===== src/rtl/truth_table_sweeper.sv =====
// Exhaustive truth-table sweeper: drives every input vector, captures y per vector.
// Optional golden-table compare is enabled by defining SWEEP_COMPARE_EN.
module truth_table_sweeper #(
  parameter int N_IN   = 4,
  parameter int SETTLE = 1
) (
  input  logic                 clk,
  input  logic                 rst_n,
  input  logic                 start,
  input  logic [(1<<N_IN)-1:0] expected,
  output logic [N_IN-1:0]      vec,
  input  logic                 y_in,
  output logic                 busy,
  output logic                 done,
  output logic [(1<<N_IN)-1:0] table_out,
  output logic                 mismatch,
  output logic [N_IN-1:0]      fail_idx,
  output logic                 pass
);

  localparam int W = 1 << N_IN;
  localparam logic [3:0] SET_LAST =
    4'((SETTLE == 0) ? 0 : SETTLE - 1);

  typedef enum logic [1:0] {
    IDLE,
    DRIVE,
    SAMPLE,
    DONE
  } state_e;

  // With no settle time the sweep skips DRIVE entirely.
  localparam state_e HOLD_ST =
    (SETTLE == 0) ? SAMPLE : DRIVE;

  state_e          state_q, state_d;
  logic [N_IN-1:0] vec_q, vec_d;
  logic            busy_q, busy_d;
  logic            done_q, done_d;
  logic [W-1:0]    tbl_q, tbl_d;
  logic            mm_q, mm_d;
  logic [N_IN-1:0] fail_q, fail_d;
  logic            pass_q, pass_d;
  logic [3:0]      cnt_q, cnt_d;

`ifndef SWEEP_COMPARE_EN
  logic unused_expected;
  assign unused_expected = ^expected;
`endif

  always_comb begin
    state_d = state_q;
    vec_d   = vec_q;
    busy_d  = busy_q;
    done_d  = done_q;
    tbl_d   = tbl_q;
    mm_d    = mm_q;
    fail_d  = fail_q;
    pass_d  = pass_q;
    cnt_d   = cnt_q;
    unique case (state_q)
      IDLE: begin
        if (start) begin
          vec_d   = '0;
          busy_d  = 1'b1;
          tbl_d   = '0;
          mm_d    = 1'b0;
          fail_d  = '0;
          pass_d  = 1'b0;
          cnt_d   = '0;
          state_d = HOLD_ST;
        end
      end
      DRIVE: begin
        if (cnt_q == SET_LAST) begin
          cnt_d   = '0;
          state_d = SAMPLE;
        end else begin
          cnt_d = cnt_q + 4'd1;
        end
      end
      SAMPLE: begin
        tbl_d[vec_q] = y_in;
`ifdef SWEEP_COMPARE_EN
        if (y_in != expected[vec_q] && !mm_q) begin
          mm_d   = 1'b1;
          fail_d = vec_q;
        end
`endif
        if (vec_q != '1) begin
          vec_d   = vec_q + N_IN'(1);
          state_d = HOLD_ST;
        end else begin
          state_d = DONE;
          done_d  = 1'b1;
          busy_d  = 1'b0;
`ifdef SWEEP_COMPARE_EN
          pass_d  = !mm_d;
`endif
        end
      end
      DONE: begin
        done_d  = 1'b0;
        state_d = IDLE;
      end
      default: state_d = IDLE;
    endcase
  end

  always_ff @(posedge clk or negedge rst_n) begin
    if (!rst_n) begin
      state_q <= IDLE;
      vec_q   <= '0;
      busy_q  <= 1'b0;
      done_q  <= 1'b0;
      tbl_q   <= '0;
      mm_q    <= 1'b0;
      fail_q  <= '0;
      pass_q  <= 1'b0;
      cnt_q   <= '0;
    end else begin
      state_q <= state_d;
      vec_q   <= vec_d;
      busy_q  <= busy_d;
      done_q  <= done_d;
      tbl_q   <= tbl_d;
      mm_q    <= mm_d;
      fail_q  <= fail_d;
      pass_q  <= pass_d;
      cnt_q   <= cnt_d;
    end
  end

  assign vec       = vec_q;
  assign busy      = busy_q;
  assign done      = done_q;
  assign table_out = tbl_q;
  assign mismatch  = mm_q;
  assign fail_idx  = fail_q;
  assign pass      = pass_q;

endmodule

===== config.mk =====
export PLATFORM = sky130hd
export DESIGN_NAME = truth_table_sweeper
export DESIGN_NICKNAME = d
export VERILOG_FILES = /design/src/rtl/truth_table_sweeper.sv
export SDC_FILE = /design/constraint.sdc
export NUM_CORES = 1
export LEC_CHECK = 0
export BUFFER_PORTS_ARGS = -buffer_cell sky130_fd_sc_hd__buf_4
export CAP_MARGIN = 10
export CORE_ASPECT_RATIO = 1.1
export CORE_UTILIZATION = 45
export CTS_CLUSTER_DIAMETER = 150
export DETAILED_ROUTE_END_ITERATION = 8
export GPL_TIMING_DRIVEN = 0
export PLACE_DENSITY = 0.71
export SETUP_SLACK_MARGIN = 0.05
export SYNTH_ARGS = -nofsm -noshare
export SYNTH_HDL_FRONTEND = slang
export SYNTH_SLANG_ARGS = --single-unit

===== constraint.sdc =====
create_clock -name clk -period 1.9 [get_ports clk]
set_input_delay 0.095 -clock clk [delete_from_list [all_inputs] [get_ports clk]]
set_output_delay 0.095 -clock clk [all_outputs]
set_load 0.01 [all_outputs]

==> results.md <==
- The width of the chip is between 50 and 60 µm.
- Among all cell types in the netlist, the one instantiated most often is sky130_fd_sc_hd__dfrtp_1.
- CTS built an H-tree with a depth of 1.
- The area of the die is 3620 µm².
- The worst hold path depth is 3.
- The final cell count without fillers is 205.
- The largest incremental delay on the critical path is 0.50 ns.
- The region available for standard cell placement spans 3130 µm².
- In this run the worst hold path is classified as input pin to flop.
- The worst setup slack after placement is 0.386 ns.
- The clock passes through at most 2 buffers.
- The number of remaining DRC errors is 3.
- The netlist area before placement is 1520 µm².
- The number of port buffers is 25.
- The share of cells above drive strength 1 is approximately 28%.
- After synthesis, the mean cell area works out to roughly 11 µm².
- The critical path's slowest cell is sky130_fd_sc_hd__dfrtp_1.
- From bottom edge to top edge, the die measures 63.0 µm.
- STA classifies the critical path startpoint as a flop.
- For this design the top-level I/O count stands at 48.
- The setup clock skew after layout is between 0.001 and 0.0015 ns.
- The buffer count from post-CTS setup fixing is 0.
- The per-cell via count in the routed design is roughly 5.7.
- The post-synthesis sequential area ratio is 46.0%.
- Including well taps, the total number of placed cells is 200.
- The number of unique standard cell types used by synthesis is 40.
- The flip-flop cell with the highest count after synthesis is sky130_fd_sc_hd__dfrtp_1.
- Setup repair after global routing left no endpoint under its margin.
- The share of flip-flops with an asynchronous set or reset is 100%.
- The signal on the critical path passes through ha_1 -> and3_1 -> a21o_1 -> a32o_1.
- Ranked by total cell area, the synthesized netlist is headed by sky130_fd_sc_hd__dfrtp_1 46%, sky130_fd_sc_hd__nand3b_4 5.3%, sky130_fd_sc_hd__ha_1 4.9%, sky130_fd_sc_hd__o211ai_1 4.9%, sky130_fd_sc_hd__o31ai_1 4.9%.
- The DRC violation total after the first TritonRoute iteration is 40.
- For the worst setup path, the data arrival time is 1.77 ns.
- The clock net in this run drives a total of 28 sinks.
- Counting cells, the worst reg-to-reg path comes to 4.
- Post-CTS repair changed the size of 0 cells.
- The tool flagged a number of max-cap violations equal to 0.
- The share of the core filled with cells is 58.7%.
- Dividing the detail-routed wire length by the instance count gives 15.2 µm.
- The number of enable-type register cells in the synthesized netlist is 0.
- In this run, CTS created clock tree buffers numbering 3.
- The cell type with the largest total area after synthesis is sky130_fd_sc_hd__dfrtp_1.
- Global routing consumed, over all layers together, 18.8% of the routing resources.
- The weighted congestion reported at the end of routability-driven placement is 0.742.
- After detailed routing, the total wire length is about 3.1 mm.
- The initial antenna violation count is 0.
- The yosys synthesis warning count is 0.
- The highest clock frequency the design can meet is 652 MHz.
- After routing, the total negative slack on setup checks comes to 0 ns.
- The CTS root buffer is sky130_fd_sc_hd__clkbuf_4.
- The run finished, with violations left.
- Summed over all cells, the static leakage comes to 0.000944 µW.
- Ranked by instance count, the synthesized netlist is headed by 28 x sky130_fd_sc_hd__dfrtp_1, 10 x sky130_fd_sc_hd__nand2_1, 10 x sky130_fd_sc_hd__o211ai_1, 10 x sky130_fd_sc_hd__o31ai_1.
- The final-report max-slew violation count is 0.
- The via count of the first global-routing pass is 1,154.
- The clock latency of the later-clocked register in the worst-skew pair is about 0.33 ns.
- The antenna diode instance count is 0.
- The ratio of total power to cell area is 976 nW/µm².
- Clock-pin slew was measured on the worst setup and hold paths at 0.15 ns.
- The clock tree from TritonCTS is built.
- The total iterations of the first detailed-routing run is 6.
- The number of rows created at floorplan is 21.
- The number of routed nets with antenna violations is 0.
- The starting density of the core is 48.7%.
- The final-stage net count is 198.
- The global-route wire length before repair is around 5.2 mm.
- The number of buffers inserted by hold repair at cts is 1.
- The cell class contributing the biggest share of worst-path delay is flip-flops.
- The maximum number of pins on one net before global-route repair is 29.
- The post-route minimum period is roughly 1.5 ns.
- STA classifies the critical path endpoint as a flop.
- In this run the worst path has a maximum fanout of 9.
- The critical path depth in cells is 4.
- The routed layout has 1,168 vias.
- The detailed placer's ending HPWL is 2.29 mm.
- The endpoint required time on the critical path is ~2.1 ns.
- The number of failing setup endpoints in the final timing report is 0.
- The leftover overflow at the end of global routing is 0.
- The number of flip-flops and latches in the synthesized netlist is 28.
- The final hold violation count is 0.
- The number of buffers and inverters on the critical path is 0.
- The maximum VDD drop is 489 µV.
- The worst setup margin is 0.366 ns.
- The cell count after synthesis came out at 136.
- Compared with the post-synthesis result, the final layout area differs by 20.5%.
- The checks that failed: DRC.
- The class of the most critical setup path is flop to flop.
- In the finished design, the share of the clock period the worst path needs comes to 80.7%.
- Of the post-synthesis cell area, the dominant cell type holds 46.0%.
[registers in the layout, summed over array words and instances, names as in the netlist]
signal / count
vec: 4
state_q: 2
table_out: 16
busy: 1
done: 1
cnt_q: 4
[final cells by class]
cell class,count,area (µm²)
fillers,274,1290
flip-flops and latches,28,701
multi-input cells,91,694
repair buffers,26,198
plain buffers,15,120
well taps,34,42.5
clock inverters,1,30.0
inverters,7,26.3
clock buffers,3,22.5
[cell families (layout without fill, tap and decap cells)]
group,after synthesis,after routing,synth area share (%)
AO/OA/AOI/OAI,44,44,22.3
AND/OR/NAND/NOR,33,33,15.7
flip-flops,28,28,46.0
buffers and inverters,22,52,9.61
adder cells (fa/ha/maj),6,6,4.93
other,1,6,0.246
XOR/XNOR,1,1,0.575
multiplexers,1,1,0.657
[report_power, final]
| group | switching, µW | total (µW) | internal (µW) |
|---|---|---|---|
| Sequential | 79.6 | 746 | 666 |
| Combinational | 350 | 655 | 305 |
| Clock | 176 | 389 | 213 |
| Total | 606 | 1790 | 1180 |
[cells in the final DEF, fill, tap and decap left out, types with 5 or more instances in the layout]
master                      n
sky130_fd_sc_hd__o31ai_1   10
sky130_fd_sc_hd__buf_4     32
sky130_fd_sc_hd__o211ai_1  10
sky130_fd_sc_hd__nand2_1   10
sky130_fd_sc_hd__o41ai_1    5
sky130_fd_sc_hd__inv_1      7
sky130_fd_sc_hd__ha_1       6
sky130_fd_sc_hd__o311ai_0   5
sky130_fd_sc_hd__conb_1     6
sky130_fd_sc_hd__dfrtp_1   28
sky130_fd_sc_hd__o21ai_0    5
[final timing paths]
check,startpoint,end,slack [ns]
hold / removal,start,state_q[0],0.06
min in group asynchronous,rst_n,table_out[9],0.19
setup / recovery,vec[0],vec[1],0.37
hold reg to reg,done,done,0.50
setup reg to reg,vec[0],vec[1],0.37
max in group asynchronous,rst_n,table_out[6],1.45
[tightest hold or removal path: cells and delay by family]
kind                   cells  cell delay (ns)
AOI/OAI and AO/OA          1             0.10
buffers and inverters      1             0.10
and+or+nand+nor            1             0.07
[routing by layer]
metal  up-vias  part of all wire, %  GRT usage, %
met1       573                   43          21.8
met5         -                    0             0
met2        24                   53          34.7
li1        564                    -             -
met4         0                  2.0          7.01
met3         7                  2.7          1.86
[per-stage QoR]
step	hold slack, ns	area, µm²	power (µW)
after floorplan	-0.201	1540	1220
after global placement	0.0316	1770	1380
after detailed placement	0.0334	1770	1420
after CTS	0.0473	1830	1810
after global routing	0.0500	1830	1900
final	0.0580	1830	1790
Power figures use the tool's default switching activity.
